<file path="src/rtl/serial_add_pkg.sv">
// Shared types and default sizing for the serial add/subtract controller.
package serial_add_pkg;

    localparam int W_DEF      = 5;
    localparam int NSLICE_DEF = 4;

    typedef enum logic [1:0] {
        IDLE = 2'd0,
        RUN  = 2'd1,
        DONE = 2'd2
    } state_t;

endpackage

</file>
<file path="src/rtl/serial_add_ctrl_if.sv">
// Operand/result handshake bundle between operand source, controller and result consumer.
interface serial_add_ctrl_if #(parameter int DW = 20);

    logic          start_valid;
    logic          start_ready;
    logic [DW-1:0] a_in;
    logic [DW-1:0] b_in;
    logic          cin;
    logic          sub;
    logic          res_valid;
    logic          res_ready;
    logic [DW-1:0] sum;
    logic          cout;
    logic          ovf;
    logic          busy;

    modport slave (
        input  start_valid, a_in, b_in, cin, sub, res_ready,
        output start_ready, res_valid, sum, cout, ovf, busy
    );

    modport master (
        output start_valid, a_in, b_in, cin, sub, res_ready,
        input  start_ready, res_valid, sum, cout, ovf, busy
    );

endinterface

</file>
<file path="src/rtl/serial_add_ctrl_add_slice.sv">
// Pure combinational W-bit adder slice shared across all slices of an operation.
module add_slice #(
    parameter int W = 5
) (
    input  logic [W-1:0] i_a,
    input  logic [W-1:0] i_b,
    input  logic         i_cin,
    output logic [W-1:0] o_s,
    output logic         o_cout
);

    logic [W:0] w_total;

    assign w_total = {1'b0, i_a} + {1'b0, i_b} + {{W{1'b0}}, i_cin};
    assign o_s     = w_total[W-1:0];
    assign o_cout  = w_total[W];

endmodule

</file>
<file path="src/rtl/serial_add_ctrl.sv">
// W*NSLICE-bit add/subtract performed one W-bit slice per clock, LSB slice first,
// with the inter-slice carry held in a register.
module serial_add_ctrl
    import serial_add_pkg::*;
#(
    parameter int W      = W_DEF,
    parameter int NSLICE = NSLICE_DEF
) (
    input  logic              clk,
    input  logic              rst_n,
    serial_add_ctrl_if.slave  bus
);

    localparam int DW = W * NSLICE;
    localparam int IW = (NSLICE > 1) ? $clog2(NSLICE) : 1;
    localparam logic [IW-1:0] LAST_IDX = IW'(NSLICE - 1);

    state_t        r_state;
    state_t        w_next;
    logic [IW-1:0] r_idx;
    logic          r_carry;
    logic [DW-1:0] r_a;
    logic [DW-1:0] r_b;
    logic [W-1:0]  r_sum_sl [NSLICE];
    logic          r_cout;
    logic          r_ovf;

    logic [W-1:0]  w_a_sl [NSLICE];
    logic [W-1:0]  w_b_sl [NSLICE];
    logic [DW-1:0] w_sum;
    logic [W-1:0]  w_s;
    logic          w_c;
    logic          w_accept;
    logic          w_start_ready;
    logic          w_res_valid;
    logic          w_busy;

    for (genvar g = 0; g < NSLICE; g++) begin : g_sl
        assign w_a_sl[g]         = r_a[g*W +: W];
        assign w_b_sl[g]         = r_b[g*W +: W];
        assign w_sum[g*W +: W]   = r_sum_sl[g];
    end

    add_slice #(.W(W)) u_slice (
        .i_a    (w_a_sl[r_idx]),
        .i_b    (w_b_sl[r_idx]),
        .i_cin  (r_carry),
        .o_s    (w_s),
        .o_cout (w_c)
    );

    assign w_accept = w_start_ready && bus.start_valid;

    // State register.
    always_ff @(posedge clk or negedge rst_n) begin
        if (!rst_n) begin
            r_state <= IDLE;
        end else begin
            r_state <= w_next;
        end
    end

    // Next-state logic.
    always_comb begin
        w_next = r_state;
        case (r_state)
            IDLE: begin
                if (bus.start_valid) w_next = RUN;
                else                 w_next = IDLE;
            end
            RUN: begin
                if (r_idx == LAST_IDX) w_next = DONE;
                else                   w_next = RUN;
            end
            DONE: begin
                if (bus.res_ready) w_next = IDLE;
                else               w_next = DONE;
            end
            default: w_next = IDLE;
        endcase
    end

    // Moore outputs decoded from the state register.
    always_comb begin
        w_start_ready = 1'b0;
        w_res_valid   = 1'b0;
        w_busy        = 1'b0;
        case (r_state)
            IDLE:    w_start_ready = 1'b1;
            RUN:     w_busy        = 1'b1;
            DONE: begin
                w_res_valid = 1'b1;
                w_busy      = 1'b1;
            end
            default: w_start_ready = 1'b0;
        endcase
    end

    // Operand capture and slice-by-slice result accumulation.
    always_ff @(posedge clk or negedge rst_n) begin
        if (!rst_n) begin
            r_idx   <= {IW{1'b0}};
            r_carry <= 1'b0;
            r_a     <= {DW{1'b0}};
            r_b     <= {DW{1'b0}};
            r_cout  <= 1'b0;
            r_ovf   <= 1'b0;
            for (int i = 0; i < NSLICE; i++) r_sum_sl[i] <= {W{1'b0}};
        end else if (w_accept) begin
            // Subtraction is A + ~B + 1; cin is deliberately ignored then.
            r_a     <= bus.a_in;
            r_b     <= bus.sub ? ~bus.b_in : bus.b_in;
            r_carry <= bus.sub ? 1'b1 : bus.cin;
            r_idx   <= {IW{1'b0}};
        end else if (r_state == RUN) begin
            r_sum_sl[r_idx] <= w_s;
            r_carry         <= w_c;
            if (r_idx == LAST_IDX) begin
                r_cout <= w_c;
                r_ovf  <= (r_a[DW-1] == r_b[DW-1]) && (w_s[W-1] != r_a[DW-1]);
            end else begin
                r_idx <= r_idx + IW'(1);
            end
        end
    end

    assign bus.start_ready = w_start_ready;
    assign bus.res_valid   = w_res_valid;
    assign bus.busy        = w_busy;
    assign bus.sum         = w_sum;
    assign bus.cout        = r_cout;
    assign bus.ovf         = r_ovf;

endmodule
</file>
<file path="src/flat_wrapper.sv">
// flat-port wrapper written by rule: the top's interface ports become plain ports
module serial_add_ctrl_flat import serial_add_pkg::*;
#(
    parameter int W      = W_DEF,
    parameter int NSLICE = NSLICE_DEF
)
  (clk, rst_n, bus_start_valid, bus_a_in, bus_b_in, bus_cin, bus_sub, bus_res_ready, bus_start_ready, bus_res_valid, bus_sum, bus_cout, bus_ovf, bus_busy);
  serial_add_ctrl_if bus_i ();
  input  logic clk;
  input  logic rst_n;
  input wire logic [$bits(bus_i.start_valid)-1:0] bus_start_valid;
  input wire logic [$bits(bus_i.a_in)-1:0] bus_a_in;
  input wire logic [$bits(bus_i.b_in)-1:0] bus_b_in;
  input wire logic [$bits(bus_i.cin)-1:0] bus_cin;
  input wire logic [$bits(bus_i.sub)-1:0] bus_sub;
  input wire logic [$bits(bus_i.res_ready)-1:0] bus_res_ready;
  output wire logic [$bits(bus_i.start_ready)-1:0] bus_start_ready;
  output wire logic [$bits(bus_i.res_valid)-1:0] bus_res_valid;
  output wire logic [$bits(bus_i.sum)-1:0] bus_sum;
  output wire logic [$bits(bus_i.cout)-1:0] bus_cout;
  output wire logic [$bits(bus_i.ovf)-1:0] bus_ovf;
  output wire logic [$bits(bus_i.busy)-1:0] bus_busy;
  assign bus_i.start_valid = bus_start_valid;
  assign bus_i.a_in = bus_a_in;
  assign bus_i.b_in = bus_b_in;
  assign bus_i.cin = bus_cin;
  assign bus_i.sub = bus_sub;
  assign bus_i.res_ready = bus_res_ready;
  assign bus_start_ready = bus_i.start_ready;
  assign bus_res_valid = bus_i.res_valid;
  assign bus_sum = bus_i.sum;
  assign bus_cout = bus_i.cout;
  assign bus_ovf = bus_i.ovf;
  assign bus_busy = bus_i.busy;
  serial_add_ctrl #(.W(W), .NSLICE(NSLICE)) u_core (.clk(clk), .rst_n(rst_n), .bus(bus_i));
endmodule
</file>
<file path="config.mk">
export PLATFORM = sky130hd
export DESIGN_NAME = serial_add_ctrl_flat
export DESIGN_NICKNAME = d
export VERILOG_FILES = /design/src/rtl/serial_add_pkg.sv /design/src/rtl/serial_add_ctrl_if.sv /design/src/rtl/serial_add_ctrl_add_slice.sv /design/src/rtl/serial_add_ctrl.sv /design/src/flat_wrapper.sv
export SDC_FILE = /design/constraint.sdc
export NUM_CORES = 1
export LEC_CHECK = 0
export CORE_MARGIN = 8
export CORE_UTILIZATION = 52
export CTS_BUF_LIST = sky130_fd_sc_hd__clkbuf_4
export DETAILED_ROUTE_END_ITERATION = 8
export PLACE_DENSITY = 0.81
export RECOVER_POWER = 50
export SYNTH_ARGS = -nofsm -noshare
export SYNTH_HDL_FRONTEND = slang
export SYNTH_SLANG_ARGS = --single-unit
</file>
<file path="constraint.sdc">
create_clock -name clk -period 3.05 [get_ports clk]
set_clock_uncertainty 0.05 [all_clocks]
set_input_delay 0.61 -clock clk [delete_from_list [all_inputs] [get_ports clk]]
set_output_delay 0.61 -clock clk [all_outputs]
set_load 0.005 [all_outputs]
</file>
* Word level (Yosys, flattened, before mapping)
Index checks and enable logic that the tools add are counted.
W data, S select, Z words.
** Word-level totals
- Logic and storage cells :: 57
- Bits in registers :: 67
- Output and inout port bits :: 25
** Operators by class
- Reduce and logical (&&, ||, !) cells :: 9
- Muxes and demuxes :: 23
- Bitwise operators :: 3
- Equality and inequality tests :: 6
- Order comparisons :: 2
- Add/subtract/negate cells :: 3
** Operator list (count)
- $mux W5 :: 5
- $bmux W5 S2 :: 2
- $bwmux W20 :: 1
- $mux W20 :: 1
- $not A20 Y20 :: 1
- $demux W5 S2 :: 1
- $mux W2 :: 5
- $mux W1 :: 7
- $add A5 B5 Y6 :: 1
- $add A6 B1 Y6 :: 1
- $pmux W2 S3 :: 1
- $eq A2 B2 Y1 const B :: 2
- $reduce_and A2 Y1 :: 2
- $ge A3 B3 Y1 const B :: 1
- $logic_and A1 B1 Y1 :: 3
- $lt A3 B1 Y1 const B :: 1
- $not A2 Y3 :: 1
- $reduce_and A3 Y1 :: 1
- $add A2 B1 Y2 const B :: 1
- $eq A2 B1 Y1 const B :: 1
- $logic_not A2 Y1 :: 1
- $ne A2 B1 Y1 const B :: 1
- $reduce_bool A2 Y1 :: 1
- $reduce_or A2 Y1 :: 1
- other kinds (3) :: 3

* Longest topological paths before layout
Gate-level depths: netlist of run 1.
- Depth after elaboration :: 8
- Mapped depth :: 10

* By module
Synthesis of run 1 repeated with hierarchy kept, for this count alone.
** Unflattened totals
- Cell total of the unflattened synthesis :: 247
- Area total of the unflattened synthesis :: 3260.6 um^2
** Modules (own cells, without submodules)
- serial_add_ctrl :: cells an instance 223, sequential area each 1676.6 um^2, instances 1, area an instance 3061.7 um^2
- add_slice :: cells an instance 24, sequential area each 0.0 um^2, instances 1, area an instance 198.9 um^2

* Least setup slack after synthesis of run 1
OpenSTA, ideal clock, no wires.
- Kind :: reg2reg
- Start :: register u_core.r_idx[0]
- End :: register u_core.r_ovf, in the netlist u_core.bus.ovf
- Period minus slack after synthesis :: 2757 ps
- Setup time :: 123 ps
- Setup slack :: 293 ps
- Data arrival time :: 2584 ps
- Stages on the path, launching flop included :: 11
- Path through :: dfrtp_1 buf_4 mux4_2 inv_1 fa_1 fa_1 nand2b_1 a21oi_2 xor2_2 mux2i_1 o21ai_1
** Between the ends
- Cells in the longest elaborated chain, start to end :: 8
- Elaborated cells on any way between the ends :: 13
- Those cells by class :: add/sub (2); eq/ne (2); mux (6); bitwise (1); reduce/logical (2)
** RTL lines
- from (decl) :: line serial_add_ctrl.sv:20 : logic [IW-1:0] r_idx;
- from (signal assigned) :: line serial_add_ctrl.sv:102 : r_idx <= {IW{1'b0}};
- from (signal assigned) :: line serial_add_ctrl.sv:114 : r_idx <= {IW{1'b0}};
- from (signal assigned) :: line serial_add_ctrl.sv:122 : r_idx <= r_idx + IW'(1);
- $not A2 Y3 (not written as such) :: line serial_add_ctrl.sv:45, serial_add_ctrl.sv:46
- $bmux W5 S2, on equally long branches :: line serial_add_ctrl.sv:45, serial_add_ctrl.sv:46
- $mux W5, on equally long branches (2 in series) :: line serial_add_ctrl.sv:45, serial_add_ctrl.sv:46
- $add A5 B5 Y6 :: line serial_add_ctrl_add_slice.sv:14 : assign w_total = {1'b0, i_a} + {1'b0, i_b} + {{W{1'b0}}, i_cin};
- $add A6 B1 Y6 :: line serial_add_ctrl_add_slice.sv:14
- $ne A1 B1 Y1 :: line serial_add_ctrl.sv:120 : r_ovf <= (r_a[DW-1] == r_b[DW-1]) && (w_s[W-1] != r_a[DW-1]);
- $logic_and A1 B1 Y1 :: line serial_add_ctrl.sv:120
- to (signal assigned) :: line serial_add_ctrl.sv:120
- to (decl) :: line serial_add_ctrl.sv:26 : logic r_ovf;
Several ways; a longest one is shown, not always the timed one. The select of a mux whose other input is x is not followed.
A chain may end at the register's enable or synchronous reset.

* Final worst setup path of run 1
- Start :: register u_core.r_idx[1]
- End :: register u_core.r_ovf, in the netlist u_core.bus.ovf
Same word-level chain as after synthesis.

==> results of run 1 <==
[power by group through the flow]
stage	sequential, W	clock [W]	combinational (W)
after global routing	0.00165	0.000512	0.00269
final	0.00160	0.000461	0.00242
after floorplan	0.00154	0	0.00167
after CTS	0.00160	0.000469	0.00248
after detailed placement	0.00162	0	0.00247
after global placement	0.00160	0	0.00239
[flip-flops by register name, indices dropped and copies added, names as in the netlist]
register	cells
u_core.bus.cout	1
u_core.bus.ovf	1
u_core.bus.sum	20
u_core.r_a	20
u_core.r_b	20
u_core.r_carry	1
u_core.r_idx	2
u_core.r_state	2
[per-stage QoR]
stage	cells	utilization [%]	setup WS (ps)	power (W)
4_1_cts	418	69.0	294	0.00455
3_5_place_dp	402	67.3	308	0.00410
6_report	418	68.6	317	0.00448
5_1_grt	418	68.6	176	0.00486
3_3_place_gp	402	67.3	371	0.00398
2_1_floorplan	262	-	293	0.00321
[routing by layer]
metal | track usage, % | vias up
met1 | 19.8 | 1034
met5 | 0 | -
li1 | - | 1048
met2 | 25.3 | 73
met3 | 3.92 | 15
met4 | 7.93 | 0
[logic make-up after synthesis]
logic type,Yosys count
xor gates and xnor gates,24
adders and majority gates,14
and+or+nand+nor,51
AOI/OAI and AO/OA,46
buffers and inverters,21
muxes,39
DFF,67
[how the worst max path moves through the flow]
stage	startpoint	slack [ps]	endpoint	cells past startpoint
CTS	u_core.r_idx[1]	290	u_core.bus.ovf	9
global placement	u_core.r_idx[1]	370	u_core.bus.ovf	9
detailed placement	u_core.r_idx[1]	310	u_core.bus.ovf	9
global route	u_core.r_idx[1]	180	u_core.bus.ovf	9
finish	u_core.r_idx[1]	320	u_core.bus.ovf	9
floorplan	u_core.r_idx[0]	290	u_core.bus.ovf	10
[Yosys cell counts, drive strengths merged]
cell type,number
dfrtp,67
nand2,41
o21ai,35
mux2,28
xnor2,22
ha,12
inv,10
mux4,10
a21oi,8
buf,6
clkbuf,5
nor2,5
and2,2
fa,2
nand2b,2
xor2,2
a21o,1
a311o,1
mux2i,1
nor2b,1
o311ai,1
[critical path, cell delays in order, from the launching register on]
cell and delay, ps:
sky130_fd_sc_hd__dfrtp_1 550, sky130_fd_sc_hd__mux4_2 250, sky130_fd_sc_hd__inv_1 50, sky130_fd_sc_hd__fa_1 420, sky130_fd_sc_hd__fa_1 420, sky130_fd_sc_hd__nand2b_1 180
sky130_fd_sc_hd__a21oi_2 160, sky130_fd_sc_hd__xor2_2 250, sky130_fd_sc_hd__mux2i_1 220, sky130_fd_sc_hd__o21ai_1 70
[layout make-up]
class,count,area [um^2]
flip-flops and latches,67,1680
fillers,451,1860
clock buffers,11,82.6
inverters,10,37.5
multi-input cells,174,1410
clock inverters,5,20.0
repair buffers,76,746
well taps,75,93.8
==> impl_metrics.env, run 1 <==
export IMPL_dpl_instance_area_um2=3980
export IMPL_power_leakage_nw=1.76
export IMPL_power_share_sequential_pct=35.6
export IMPL_netlist_cell_type_count=26
export IMPL_irDropWorstVdd_mv=0.562
export IMPL_worstSetupStartpointType="flop"
export IMPL_totalWireLength_um=6530
export IMPL_vias=2170
export IMPL_status="complete, but fails checks"
export IMPL_fp_dieW_um=94.1
export IMPL_rr_startpoint="u_core.r_idx[1]"
export IMPL_synthSimpleGateAreaFrac_pct=6.43
export IMPL_cts_inserted_buffers=9
export IMPL_layout_commonest_cell="sky130_fd_sc_hd__clkdlybuf4s50_1"
export IMPL_worstRegToRegCells=9
export IMPL_wl_met2_um=3060
export IMPL_whs_endpoint="u_core.bus.ovf"
export IMPL_die_h_um=94.1
export IMPL_post_synth_main_area_contributors="sky130_fd_sc_hd__dfrtp_1, sky130_fd_sc_hd__mux2_1, sky130_fd_sc_hd__mux4_2, sky130_fd_sc_hd__xnor2_1, sky130_fd_sc_hd__o21ai_1"
export IMPL_detail_route_vias_per_cell=5.19
export IMPL_critPathArrivalTime_ps=2950
export IMPL_slew_viol_final=34
export IMPL_yosysTopAreaCellShare_pct=52.8
export IMPL_setup_total_negative_slack_ps=0
export IMPL_pwr_share_clk_pct=10.3
export IMPL_number_of_antenna_violations_at_the_first_check_in_global_routing=0
export IMPL_synthesis_instances=262
export IMPL_power_per_cell_area_nw_per_um2=1100
export IMPL_num_rows=28
export IMPL_worstReg2RegEnd="u_core.bus.ovf"
export IMPL_cts_tree="done"
export IMPL_port_buffers=70
export IMPL_timing_worst_slew_pin_value_ps=1690
export IMPL_synth_sequential_area_ratio_pct=52.8
export IMPL_setup_worst_path_end_class="flop"
export IMPL_cts_root_to_sink_buffers=2
export IMPL_gp_congestion=0.764
export IMPL_final_hold_viol_count=0
export IMPL_worst_path_fanout_max=8
export IMPL_design_area_um2=4060
export IMPL_setup_viol=0
export IMPL_clk_root_buffer_cell="sky130_fd_sc_hd__clkbuf_4"
export IMPL_postCtsResizedCells=0
export IMPL_power_report_internal_total_w=0.00276
export IMPL_yosys_area_share_adder_pct=5.99
export IMPL_syn_to_final_growth_pct=28.1
export IMPL_relSlewSlack_pct=-12.5
export IMPL_final_min_period_over_clock_period_pct=89.6
export IMPL_criticalPathCategory="flop to flop"
export IMPL_syn_avg_cell_area_um2=12.1
export IMPL_via_count_of_the_first_global_routing_pass=2302
export IMPL_grt_max_degree=36
export IMPL_htree_levels=3
export IMPL_core_area_um2=5920
export IMPL_grt_overflow_total=0
export IMPL_synth_top_family_by_area="multiplexers"
export IMPL_cts_hold_buf=0
export IMPL_synth_yosys_warnings=0
export IMPL_drtAntennaViolNets=0
export IMPL_mappedNetlistNets=322
export IMPL_mappedNetlistArea_um2=3170
export IMPL_wire_per_inst_um=15.6
export IMPL_post_synth_mux_area_share_pct=17.4
export IMPL_synth_compound_area_share_pct=7.73
export IMPL_worst_hold_path_type="flop to flop"
export IMPL_worst_hold_margin_ps=443
export IMPL_layout_drive_gt1_share_pct=9.91
export IMPL_antenna_diode_count=0
export IMPL_layout_common_cells="sky130_fd_sc_hd__clkdlybuf4s50_1, sky130_fd_sc_hd__dfrtp_1, sky130_fd_sc_hd__nand2_1"
export IMPL_violations="capacitance limit, slew limit"
export IMPL_finalCriticalPeriod_ps=2730
export IMPL_clock_sinks=67
export IMPL_clock_fmax_mhz=366
export IMPL_ffs_latches_synth=67
export IMPL_power_switching_share_pct=38.3
export IMPL_clkTransAtPathRegs_ps=90
export IMPL_die_area_um2=8860
export IMPL_grt_first_pass_wirelength_um=11100
export IMPL_rsz0062_at_grt="no"
export IMPL_power_switching_w=0.00172
export IMPL_design_final_nets=398
export IMPL_post_cts_repair_setup_buffers=0
export IMPL_cap_viol_max_count=1
export IMPL_overall_global_routing_resource_usage_pct=15.9
export IMPL_synth_xor_area_share_pct=6.86
export IMPL_floorplan_initialDensity_pct=53.6
export IMPL_cp_required_ps=3270
export IMPL_clock_insertion_delay_worst_skew_ps=400
export IMPL_drc=0
export IMPL_hp_start="u_core.bus.ovf"
export IMPL_met3_wirelength_um=397
export IMPL_topRoutingLayerUsed="met4"
export IMPL_r2r_slack_ps=320
export IMPL_worst_hold_path_num_cells=2
export IMPL_synth_largest_area_cell="sky130_fd_sc_hd__dfrtp_1"
export IMPL_hpwl_um=5240
export IMPL_drt_first_pass_iters=4
export IMPL_drt_iter0_drc=67
export IMPL_design_portCount=71
export IMPL_routedLengthMet1_um=2930
export IMPL_power_combinational_fraction_pct=54.1
(Power assumes the default switching activity.)
==> run 2, diff against run 1 <==
- CORE_UTILIZATION: 52 -> 47
- PLACE_DENSITY: 0.81 -> 0.77
- clock period: 3.05 -> 2.45 ns (I/O delays scaled with it)
==> run 2 against run 1 <==
Routed wire length up 0.81%. Setup slack got worse by 390 ps. Sequential power rose by 24%. The flow finishes with violations (setup timing). Die area rose by 8.8%. Cell count is 3.6% higher. Non-clock buffer count grew 10. Largest power group unchanged. Combinational power increased by 55%. Highest routed layer unchanged. Clock power rose by 55%.
==> impl_metrics.env, run 2 (same netlist as run 1, synthesis figures left out) <==
export IMPL_clkTransAtPathRegs_ps=100
export IMPL_cts_tree="done"
export IMPL_port_buffers=70
export IMPL_worstSetupStartpointType="flop"
export IMPL_slew_viol_final=0
export IMPL_syn_to_final_growth_pct=34.5
export IMPL_floorplan_initialDensity_pct=47.5
export IMPL_drt_first_pass_iters=4
export IMPL_layout_commonest_cell="sky130_fd_sc_hd__clkdlybuf4s50_1"
export IMPL_critPathArrivalTime_ps=2770
export IMPL_via_count_of_the_first_global_routing_pass=2323
export IMPL_clock_sinks=67
export IMPL_power_per_cell_area_nw_per_um2=1510
export IMPL_hpwl_um=5110
export IMPL_die_h_um=98.2
export IMPL_overall_global_routing_resource_usage_pct=14.2
export IMPL_timing_worst_slew_pin_value_ps=1310
export IMPL_gp_congestion=0.787
export IMPL_grt_first_pass_wirelength_um=11100
export IMPL_drc=0
export IMPL_violations="setup timing"
export IMPL_met3_wirelength_um=412
export IMPL_worst_setup_path_startpoint="u_core.r_idx[0]"
export IMPL_setup_worst_path_end_class="flop"
export IMPL_setup_slack_ps=-77.3
export IMPL_wl_met2_um=3080
export IMPL_design_final_nets=408
export IMPL_detail_route_vias_per_cell=5.08
export IMPL_number_of_antenna_violations_at_the_first_check_in_global_routing=0
export IMPL_design_portCount=71
export IMPL_core_area_um2=6680
export IMPL_num_rows=30
export IMPL_final_hold_viol_count=0
export IMPL_rsz0062_at_grt="yes"
export IMPL_worst_hold_path_type="primary input to async pin"
export IMPL_topRoutingLayerUsed="met4"
export IMPL_totalWireLength_um=6580
export IMPL_finish_utilization_pct=63.9
export IMPL_grt_max_degree=64
export IMPL_setup_total_negative_slack_ps=-89.5
export IMPL_cts_inserted_buffers=9
export IMPL_cts_root_to_sink_buffers=2
export IMPL_irDropWorstVdd_mv=0.627
export IMPL_clock_fmax_mhz=396
export IMPL_cap_viol_max_count=0
export IMPL_drtAntennaViolNets=0
export IMPL_clk_root_buffer_cell="sky130_fd_sc_hd__clkbuf_4"
export IMPL_layout_drive_gt1_share_pct=17.3
export IMPL_status="complete, but fails checks"
export IMPL_rr_startpoint="u_core.r_idx[0]"
export IMPL_criticalPathCategory="flop to flop"
export IMPL_relSlewSlack_pct=12.7
export IMPL_worst_path_fanout_max=5
export IMPL_power_leakage_nw=1.84
export IMPL_setup_viol=2
export IMPL_finalCriticalPeriod_ps=2530
export IMPL_layout_common_cells="sky130_fd_sc_hd__clkdlybuf4s50_1, sky130_fd_sc_hd__dfrtp_1, sky130_fd_sc_hd__nand2_1"
export IMPL_htree_levels=3
export IMPL_cp_required_ps=2690
export IMPL_die_area_um2=9640
export IMPL_final_min_period_over_clock_period_pct=103
export IMPL_wire_per_inst_um=15.2
export IMPL_grt_overflow_total=0
export IMPL_fp_dieW_um=98.2
export IMPL_vias=2199
export IMPL_routedLengthMet1_um=2980
export IMPL_clock_insertion_delay_worst_skew_ps=390
export IMPL_drt_iter0_drc=52
export IMPL_antenna_diode_count=0
[run 2: final timing paths]
| kind | endpoint | slack (ps) | cells after the start |
|---|---|---|---|
| worst max-delay path | u_core.bus.ovf | -80 | 9 |
| worst min-delay path | u_core.bus.sum[13] | 310 | 1 |
| worst max register to register | u_core.bus.ovf | -80 | 9 |
| worst min register to register | u_core.r_b[13] | 440 | 2 |
| max in group asynchronous | u_core.r_idx[0] | 440 | 2 |
| min in group clk | u_core.r_b[13] | 440 | 2 |
[run 2: cell type report]
| cell class | instances | area, um^2 |
|---|---|---|
| Clock buffer | 13 | 97.6 |
| Clock inverter | 3 | 38.8 |
| Fill cell | 529 | 2410 |
| Inverter | 10 | 37.5 |
| Multi-Input combinational cell | 174 | 1500 |
| Sequential cell | 67 | 1680 |
| Tap cell | 80 | 100 |
| Timing Repair Buffer | 86 | 821 |
[run 2: per-stage QoR]
step / cell area, um^2 / hold slack, ps / power [W] / setup WS, ps / std cells
after global placement: 4040 / 413 / 0.00515 / -40.9 / 411
final: 4270 / 309 / 0.00645 / -77.3 / 433
after detailed placement: 4040 / 423 / 0.00530 / -117 / 411
after global routing: 4270 / 437 / 0.00695 / -184 / 433
after floorplan: 3200 / 144 / 0.00412 / -155 / 262
after CTS: 4220 / 29.6 / 0.00616 / -92.7 / 429
[run 2: what timing repair did]
action | 4_1_cts | 5_1_grt
endpoints found under the setup margin | 5 | 15
endpoints found under the hold margin | 0 | 0
pin swaps | 5 | 6
gates resized for setup | 5 | 9
setup buffers | 2 | 4
hold buffers | 0 | 0
[run 2: report_power, final]
| part | switching (W) | internal, W |
|---|---|---|
| sequential | 0.000323 | 0.00166 |
| combinational | 0.00173 | 0.00202 |
| clock | 0.000359 | 0.000354 |
[run 2: worst max-delay path, stage by stage (launching register included)]
cell	delay, ps
sky130_fd_sc_hd__dfrtp_2	440
sky130_fd_sc_hd__mux4_2	340
sky130_fd_sc_hd__inv_2	40
sky130_fd_sc_hd__fa_2	370
sky130_fd_sc_hd__fa_2	370
sky130_fd_sc_hd__nand2b_4	150
sky130_fd_sc_hd__a21oi_4	170
sky130_fd_sc_hd__xor2_4	200
sky130_fd_sc_hd__mux2i_1	210
sky130_fd_sc_hd__o21ai_1	70
[run 2: routing by layer]
metal	vias to the layer above	GRT usage, %
li1	1072	-
met1	1047	18.2
met2	69	22.0
met3	11	4.20
met4	0	5.67
met5	-	0
==> run 3, diff against run 2 <==
- CORE_ASPECT_RATIO: default -> 1.2
- CORE_UTILIZATION: 47 -> 44
- PLACE_DENSITY: 0.77 -> 0.73
==> run 3 against run 2 <==
The flow still finishes with violations (setup timing). Setup slack improved by 25 ps. Clock-buffer cell count fell by 2. Register-to-register slack improved by 30 ps. Combinational power fell by 4%. Sequential power barely moved. Cell area fell by 0.18%. Global-route usage fell by 0.12 points. Cell count rose by 2.1%. Sequential share of layout area rose by 0.069 points. Critical path depth did not move. Critical path type unchanged. Highest routed layer unchanged.
==> impl_metrics.env, run 3 (same netlist as run 1, synthesis figures left out) <==
export IMPL_rr_startpoint="u_core.r_idx[0]"
export IMPL_cap_viol_max_count=0
export IMPL_cp_depth=9
export IMPL_power_share_sequential_pct=31.5
export IMPL_die_area_um2=10200
export IMPL_r2r_slack_ps=-50
export IMPL_final_hold_viol_count=0
export IMPL_worst_setup_path_startpoint="u_core.r_idx[0]"
export IMPL_layout_drive_gt1_share_pct=15.7
export IMPL_clock_insertion_delay_worst_skew_ps=400
export IMPL_clkTransAtPathRegs_ps=100
export IMPL_clk_root_buffer_cell="sky130_fd_sc_hd__clkbuf_4"
export IMPL_rsz0062_at_grt="yes"
export IMPL_clock_sinks=67
export IMPL_overall_global_routing_resource_usage_pct=14.1
export IMPL_drc=0
export IMPL_drtAntennaViolNets=0
export IMPL_grt_busiest_layer="met2"
export IMPL_status="complete, but fails checks"
export IMPL_via_count_of_the_first_global_routing_pass=2342
export IMPL_power_switching_share_pct=37.6
export IMPL_vias=2207
export IMPL_grt_met2_usage_pct=23.9
export IMPL_power_leakage_nw=1.83
export IMPL_grt_first_pass_wirelength_um=11100
export IMPL_cts_root_to_sink_buffers=2
export IMPL_setup_total_negative_slack_ps=-52.1
export IMPL_power_per_cell_area_nw_per_um2=1470
export IMPL_finalCriticalPeriod_ps=2500
export IMPL_design_area_um2=4260
export IMPL_worstRegToRegCells=9
export IMPL_hpwl_um=5320
export IMPL_drt_iter0_drc=43
export IMPL_irDropWorstVdd_mv=0.735
export IMPL_stdcell_count=442
export IMPL_slew_viol_final=0
export IMPL_dp_slack_ps=-99.9
export IMPL_totalWireLength_um=6700
export IMPL_detail_route_vias_per_cell=4.99
export IMPL_crit_chain="mux4_2, inv_2, fa_2, fa_2, nand2b_4, a21oi_4, xor2_4, mux2i_1, o21ai_1"
export IMPL_num_rows=34
export IMPL_core_area_um2=7100
export IMPL_worst_setup_path_endpoint="u_core.bus.ovf"
export IMPL_layout_commonest_cell="sky130_fd_sc_hd__clkdlybuf4s50_1"
export IMPL_grt_max_degree=41
export IMPL_numPlacedInstances=424
export IMPL_violations="setup timing"
export IMPL_multiInputGateArea_um2=1480
export IMPL_power_combinational_fraction_pct=57.7
export IMPL_pwr_share_clk_pct=10.8
export IMPL_clock_fmax_mhz=400
export IMPL_relSlewSlack_pct=13.1
export IMPL_grt_util_met1_pct=16.2
export IMPL_worst_hold_margin_ps=444
export IMPL_layout_common_cells="sky130_fd_sc_hd__clkdlybuf4s50_1, sky130_fd_sc_hd__dfrtp_1, sky130_fd_sc_hd__nand2_1"
export IMPL_worst_hold_path_type="flop to flop"
export IMPL_worst_path_fanout_max=5
export IMPL_design_final_nets=407
export IMPL_die_h_um=109
export IMPL_cp_top_family="adder cells"
export IMPL_gp_congestion=0.777
export IMPL_critical_path_buf_inv_count=1
export IMPL_cp_required_ps=2680
export IMPL_port_buffers=70
export IMPL_cts_tree="done"
export IMPL_setup_worst_path_end_class="flop"
export IMPL_cts_inserted_buffers=9
export IMPL_number_of_antenna_violations_at_the_first_check_in_global_routing=1
export IMPL_power_report_internal_total_w=0.00391
export IMPL_fp_dieW_um=93.5
export IMPL_path_common_cell="sky130_fd_sc_hd__fa_2"
export IMPL_timing_worst_slew_pin_value_ps=1300
export IMPL_power_switching_w=0.00235
export IMPL_worstSetupStartpointType="flop"
export IMPL_crit_path_max_incr_delay_ps=450
export IMPL_setup_viol=1
export IMPL_htree_levels=3
export IMPL_dpl_instance_area_um2=4060
export IMPL_grt_overflow_total=0
export IMPL_final_fill_count=589
export IMPL_syn_to_final_growth_pct=34.3
export IMPL_setup_slack_ps=-52.1
export IMPL_drt_first_pass_iters=4
export IMPL_final_min_period_over_clock_period_pct=102
export IMPL_worstReg2RegEnd="u_core.bus.ovf"
export IMPL_regArea_um2=1680
export IMPL_criticalPathCategory="flop to flop"
export IMPL_design_portCount=71
export IMPL_gr_usage_met3_pct=2.34
export IMPL_wire_per_inst_um=15.2
export IMPL_floorplan_initialDensity_pct=44.7
export IMPL_critPathArrivalTime_ps=2740
export IMPL_worst_path_max_delay_cell="sky130_fd_sc_hd__dfrtp_2"
-- run 3: cell count changes in the layout (fill, tap and decap cells not counted), sizes merged --
cell and delta:
diode +1, clkbuf -2, buf -2, clkinv +1, dlygate4sd3 +1
-- run 3: worst min-delay path by stage --
stage / slack, ps / start / end / cells after the start
floorplan: 140 / rst_n / u_core.bus.cout / 0
detailed placement: 430 / u_core.r_b[17] / u_core.r_b[17] / 2
CTS: 450 / u_core.r_b[17] / u_core.r_b[17] / 2
global placement: 410 / u_core.r_b[2] / u_core.r_b[2] / 2
global route: 470 / u_core.r_a[12] / u_core.r_a[12] / 1
finish: 440 / u_core.r_a[17] / u_core.r_a[17] / 1
-- run 3: area by class of cell --
cell class | count | area share (%)
clock buffer | 11 | 1.94
inverter | 10 | 0.881
multi-input combinational | 174 | 34.8
antenna | 1 | 0.0587
clock inverter | 4 | 0.999
sequential | 67 | 39.4
timing repair buffer | 85 | 19.3
tap | 90 | 2.64
-- run 3: per-layer routing --
metal	wire length (um)	share of wire, %
met1	2800	42
met2	3400	51
met4	150	2.2
met5	0	0
met3	349	5.2
-- run 3: power by group through the flow --
stage	logic [W]	registers (W)	clock network (W)
CTS	0.00338	0.00198	0.000696
global route	0.00399	0.00205	0.000749
detailed placement	0.00334	0.00201	0
finish	0.00361	0.00198	0.000678
global placement	0.00323	0.00198	0
floorplan	0.00219	0.00192	0
-- run 3: stage by stage --
step	total power [W]	utilization, %
after floorplan	0.00412	-
after global placement	0.00521	57.2
after detailed placement	0.00535	57.2
after CTS	0.00606	59.2
after global routing	0.00679	60.0
final	0.00627	60.0
-- run 3: worst reg2reg max path, delay by kind of cell, from the launching register on --
family,cells,cell delay (ps)
adders and majority gates,2,720
muxes,2,540
DFF,1,450
AOI/OAI and AO/OA,2,240
xor gates and xnor gates,1,210
and+or+nand+nor,1,150
buffers and inverters,1,40
-- run 3: timing repair --
action,4_1_cts,5_1_grt
pin swaps,2,1
gates resized for setup,2,6
buffers inserted,0,1
cloned,0,0
hold buffers,1,0
setup endpoints to repair,4,11
endpoints found under the hold margin,8,0
